### src/rtl/calc_pkg.sv
// calc_pkg: shared command/state types and entry constants for the calculator front end
package calc_pkg;
  localparam int MAX_ENTRY = 9999;
  localparam int ENTRY_W = $clog2(MAX_ENTRY + 1);
  typedef enum logic [1:0] {OP_ENTER, OP_NUMBER, OP_TOTAL, OP_CLEAR} cmd_op_e;
  typedef enum logic [1:0] {S_IDLE, S_ISSUE, S_LOCKED} seq_state_e;
endpackage

### src/rtl/key_edge_arbiter.sv
// key_edge_arbiter: keypad edge detection with fixed-priority press selection
module key_edge_arbiter (
  input  logic       clk,
  input  logic       rst,
  input  logic [9:0] key_digit,
  input  logic       key_enter,
  input  logic       key_number,
  input  logic       key_total,
  input  logic       key_clear,
  output logic       clear_press,
  output logic       press_valid,
  output logic       press_is_digit,
  output logic [3:0] press_code
);
  import calc_pkg::*;
  logic [13:0] keys, prev_keys, press;
  logic [3:0] digit_code;
  assign keys = {key_clear, key_total, key_number, key_enter, key_digit};
  assign press = keys & ~prev_keys;
  always_ff @(posedge clk) prev_keys <= rst ? '1 : keys;
  always_comb begin
    digit_code = '0;
    for (int i = 9; i >= 0; i--) if (press[i]) digit_code = 4'(i);
  end
  assign clear_press = press[13];
  assign press_valid = !press[13] && |press[12:0];
  assign press_is_digit = !(|press[12:10]);
  assign press_code = press[12] ? 4'(OP_TOTAL) : press[11] ? 4'(OP_NUMBER) : press[10] ? 4'(OP_ENTER) : digit_code;
endmodule

### src/rtl/calc_key_sequencer.sv
// calc_key_sequencer: keypad command sequencer with decimal entry, handshake issue and error lockout
module calc_key_sequencer #(
  parameter int MAX_DIGITS = 4,
  parameter int ENTRY_W = calc_pkg::ENTRY_W
) (
  input  logic               clk,
  input  logic               reset,
  input  logic [9:0]         key_digit,
  input  logic               key_enter,
  input  logic               key_number,
  input  logic               key_total,
  input  logic               key_clear,
  output logic               cmd_valid,
  output logic [1:0]         cmd_op,
  output logic [ENTRY_W-1:0] cmd_operand,
  input  logic               cmd_ready,
  input  logic               dp_err,
  output logic [ENTRY_W-1:0] entry_value,
  output logic [2:0]         entry_digits,
  output logic               key_err,
  output logic               locked
);
  import calc_pkg::*;
  seq_state_e state, state_n;
  cmd_op_e op_q, op_n;
  logic [ENTRY_W-1:0] operand_n, value_n;
  logic [2:0] digits_n;
  logic pend, pend_n, pend_any, key_err_n, done;
  logic clear_press, press_valid, press_is_digit;
  logic [3:0] press_code;
  key_edge_arbiter u_arb (
    .clk(clk),
    .rst(reset),
    .key_digit(key_digit),
    .key_enter(key_enter),
    .key_number(key_number),
    .key_total(key_total),
    .key_clear(key_clear),
    .clear_press(clear_press),
    .press_valid(press_valid),
    .press_is_digit(press_is_digit),
    .press_code(press_code)
  );
  assign cmd_valid = state == S_ISSUE;
  assign locked = state == S_LOCKED;
  assign cmd_op = op_q;
  assign done = cmd_valid && cmd_ready;
  assign pend_any = pend || clear_press;
  always_ff @(posedge clk) begin
    if (reset) begin
      state <= S_IDLE;
      op_q <= OP_ENTER;
      cmd_operand <= '0;
      entry_value <= '0;
      entry_digits <= '0;
      key_err <= 1'b0;
      pend <= 1'b0;
    end else begin
      state <= state_n;
      op_q <= op_n;
      cmd_operand <= operand_n;
      entry_value <= value_n;
      entry_digits <= digits_n;
      key_err <= key_err_n;
      pend <= pend_n;
    end
  end
  always_comb begin
    state_n = state;
    op_n = op_q;
    operand_n = cmd_operand;
    value_n = entry_value;
    digits_n = entry_digits;
    pend_n = pend;
    key_err_n = 1'b0;
    if (clear_press) begin
      value_n = '0;
      digits_n = '0;
    end
    case (state)
      S_ISSUE: begin
        pend_n = done ? 1'b0 : pend_any;
        if (done) begin
          if (op_q != OP_CLEAR) begin
            value_n = '0;
            digits_n = '0;
          end
          state_n = pend_any ? S_ISSUE : dp_err ? S_LOCKED : S_IDLE;
          op_n = pend_any ? OP_CLEAR : op_q;
          operand_n = pend_any ? '0 : cmd_operand;
        end
      end
      default: begin
        if (clear_press) begin
          state_n = S_ISSUE;
          op_n = OP_CLEAR;
          operand_n = '0;
        end else if (state == S_IDLE && dp_err) state_n = S_LOCKED;
        else if (state == S_IDLE && press_valid && !press_is_digit) begin
          state_n = S_ISSUE;
          op_n = cmd_op_e'(press_code[1:0]);
          operand_n = entry_value;
        end else if (state == S_IDLE && press_valid) begin
          if (entry_digits < 3'(MAX_DIGITS)) begin
            value_n = ENTRY_W'(entry_value * 10 + press_code);
            digits_n = entry_digits + 3'(press_code != 0 || entry_digits != 0);
          end else key_err_n = 1'b1;
        end
      end
    endcase
  end
endmodule
### config.mk
export PLATFORM = sky130hd
export DESIGN_NAME = calc_key_sequencer
export DESIGN_NICKNAME = d
export VERILOG_FILES = /design/src/rtl/calc_pkg.sv /design/src/rtl/key_edge_arbiter.sv /design/src/rtl/calc_key_sequencer.sv
export SDC_FILE = /design/constraint.sdc
export NUM_CORES = 1
export LEC_CHECK = 0
export ABC_AREA = 1
export CORE_MARGIN = 1.5
export CORE_UTILIZATION = 54
export CTS_BUF_LIST = sky130_fd_sc_hd__clkbuf_16
export CTS_CLUSTER_DIAMETER = 50
export DETAILED_ROUTE_END_ITERATION = 10
export GPL_TIMING_DRIVEN = 0
export PLACE_DENSITY = 0.81
export REMOVE_ABC_BUFFERS = 1
export SETUP_SLACK_MARGIN = 0.5
export SYNTH_ARGS = -nofsm -noshare
export SYNTH_HDL_FRONTEND = slang
export SYNTH_SLANG_ARGS = --single-unit
export TNS_END_PERCENT = 10
### constraint.sdc
create_clock -name clk -period 3.4 [get_ports clk]
set_input_delay 0.68 -clock clk [delete_from_list [all_inputs] [get_ports clk]]
set_output_delay 0.68 -clock clk [all_outputs]
set_load 0.02 [all_outputs]
==> flow_summary.json <==
{
  "cp-end-kind": "register",
  "fin_nets": 573,
  "yosysSeqAreaShare": 0.3152,
  "synthArstFlopShare": 0,
  "io_pins": 54,
  "cts_hold_buf": 0,
  "fmax_ghz": 0.3556,
  "port_buffers": 53,
  "yosysTopAreaCellShare": 0.3152,
  "die_h_um": 80.45,
  "pwr_density_cell_nw_per_um2": 481.3,
  "synth_edf_count": 0,
  "avgSynthCellArea_um2": 6.966,
  "drc": 0,
  "grt.overflow.total": 0,
  "start_kind": "input pin",
  "synthTopCellsByArea": "dfxtp_1 32%, nand2_1 14%, ha_1 9.3%, inv_1 6.8%, nor2_1 3.6%",
  "use_met2": 0.4437,
  "cts.path.max_buffers": 2,
  "areaGrowthSynthToFinish_pct": 31.05,
  "vias": 3223,
  "netlist_instances": 465,
  "rows": 28,
  "synth-seq-cells": 51,
  "htree_levels": 2,
  "grt_pass1_vias": 2904,
  "post-route-util": 0.7256,
  "slew_violations": 0,
  "yosysTopAreaCell": "dfxtp_1",
  "busiest_layer": "met2",
  "status": "complete, no violations",
  "fin_cells": 605,
  "grt_max_degree": 31,
  "yosysUniqueCellTypes": 39,
  "ir_drop_mv": 0.3409,
  "cts_tree": "done",
  "finClkSkew_ps": 4.859,
  "synth_ff_type": "dfxtp_1",
  "setup_viol": 0,
  "track_usage": 0.2465,
  "antenna_left": 0,
  "synth_area_um2": 3239,
  "final-seq-area_um2": 1026,
  "cts.sinks": 51,
  "fin_crit_sh": 0.8270,
  "grt_first_pass_wirelength_um": 12630,
  "hold_violations": 0,
  "p_leak_nw": 2.019,
  "nFillCells": 457,
  "synth_most_common_cell": "nand2_1",
  "maxCapViolCount": 0,
  "worstSetupPathType": "in -> reg",
  "rsz0062_at_grt": "yes",
  "use_met3": 0.03977,
  "synth_common_cells": "125 x nand2_1, 59 x inv_1, 51 x dfxtp_1",
  "antenna_found_initial": 0,
  "cts_buffers": 5,
  "die_x_um": 80.45,
  "hold_class": "reg -> reg",
  "yosysWarnings": 0,
  "required_ps": 3610,
  "cp_data_arrival_time_ps": 3020,
  "gr-usage-met1": 0.3020,
  "dp_cells": 583,
  "start_util": 0.5537,
  "clock_latency_ps": 290,
  "drt_pass1_iterations": 4,
  "worst_pin_slew_ps": 1286,
  "cp_max_fo": 30,
  "layout-drive-gt1-share": 0.2113,
  "multi_input_area_um2": 2069,
  "diodes": 0,
  "drt-total-wl_um": 8485,
  "cts.reportedPaths.clkPinSlew_ps": 70,
  "drt_iter0_drc": 155,
  "dieArea_um2": 6472,
  "fin_crit_ps": 2812,
  "max_slew_margin": 0.1400,
  "wire_per_inst_um": 14.02,
  "vias_per_cell": 5.327,
  "gp_congestion": 0.8602,
  "coreArea_um2": 5851,
  "hpwl_um": 5693,
  "cts_root_buffer": "clkbuf_16"
}
==> state kept, by name (all words and copies together) (netlist names) <==
name / count
cmd_operand: 14
key_err: 1
cmd_op: 2
pend: 1
entry_value: 14
state: 2
entry_digits: 3
u_arb.prev_keys: 14
==> worst paths after layout <==
check	startpoint	end	slack (ps)	cells after the start
max reg2reg	entry_value[1]	entry_value[13]	640	16
min reg2reg	cmd_operand[11]	cmd_operand[11]	470	2
min	cmd_operand[11]	cmd_operand[11]	470	2
max	reset	entry_value[1]	590	6
==> layout make-up <==
type / count / share of cell area
clock buffers: 5 / 0.02947
clock inverters: 3 / 0.003831
inverters: 69 / 0.06101
multi-input cells: 335 / 0.4875
flip-flops and latches: 51 / 0.2417
well taps: 75 / 0.02210
repair buffers: 67 / 0.1544
==> layer usage <==
layer / share of wire / up-vias / wire length [µm]
met5: 0 / - / 0
met4: 0.013 / 0 / 114
met3: 0.049 / 14 / 412
met2: 0.50 / 95 / 4239
met1: 0.44 / 1501 / 3719
li1: - / 1613 / -
==> cell families (layout without fill, tap and decap cells) <==
logic type,count (synthesis),after routing,synth area share
flops,51,51,0.3152
xor+xnor,12,12,0.03245
buf+inv,79,144,0.09849
fa+ha+maj,26,26,0.1051
simple gates,222,222,0.3113
compound gates,75,75,0.1375
==> timing repair <==
action | CTS | global route
buffers inserted | 2 | 12
resized for setup | 6 | 58
pin swaps | 1 | 29
endpoints found under the setup margin | 31 | 31
==> power breakdown <==
part	switching, mW	leakage [nW]	internal [mW]
sequential	0.0718	0.419	0.655
combinational	0.499	1.53	0.329
clock	0.218	0.0710	0.269
total	0.790	2.02	1.25
==> placed cells by master, fill, tap and decap left out, types with 2 or more instances in the layout <==
cell / n
nand2_2: 25
dlymetal6s2s_1: 10
nand4_1: 4
buf_4: 14
o21ai_4: 2
o21ai_1: 21
a21oi_1: 21
nor2_2: 6
inv_1: 59
nand2_4: 2
nand3_1: 20
dfxtp_1: 47
dfxtp_2: 4
o21ai_0: 9
o211ai_1: 7
or2_1: 2
a21oi_2: 10
clkdlybuf4s50_1: 42
ha_1: 21
nand2_1: 109
clkbuf_16: 5
nor2_1: 21
xnor2_1: 3
nor2_4: 9
or2_2: 9
nor3_1: 4
ha_2: 2
nand3b_1: 2
nand3_2: 4
xor2_1: 9
inv_2: 10
==> per-stage QoR <==
step	worst slack (ps)	instance area (µm²)	hold WS, ps	TNS (ps)	power, mW
2_1_floorplan	696.7	3179	447.5	0	1.237
3_3_place_gp	-341.8	3804	454.6	-4233	1.458
3_5_place_dp	-342.5	3804	457.9	-4616	1.479
4_1_cts	293.6	3981	468.1	0	1.971
5_1_grt	415.8	4245	487.5	0	2.163
6_report	588.2	4245	465.4	0	2.043
==> critical path, stage by stage <==
cell	delay (ps)
clkdlybuf4s50_1	1060
nor2_2	820
inv_1	120
a21oi_1	160
nand2_1	80
o21ai_1	80
(Power assumes the default switching activity.)
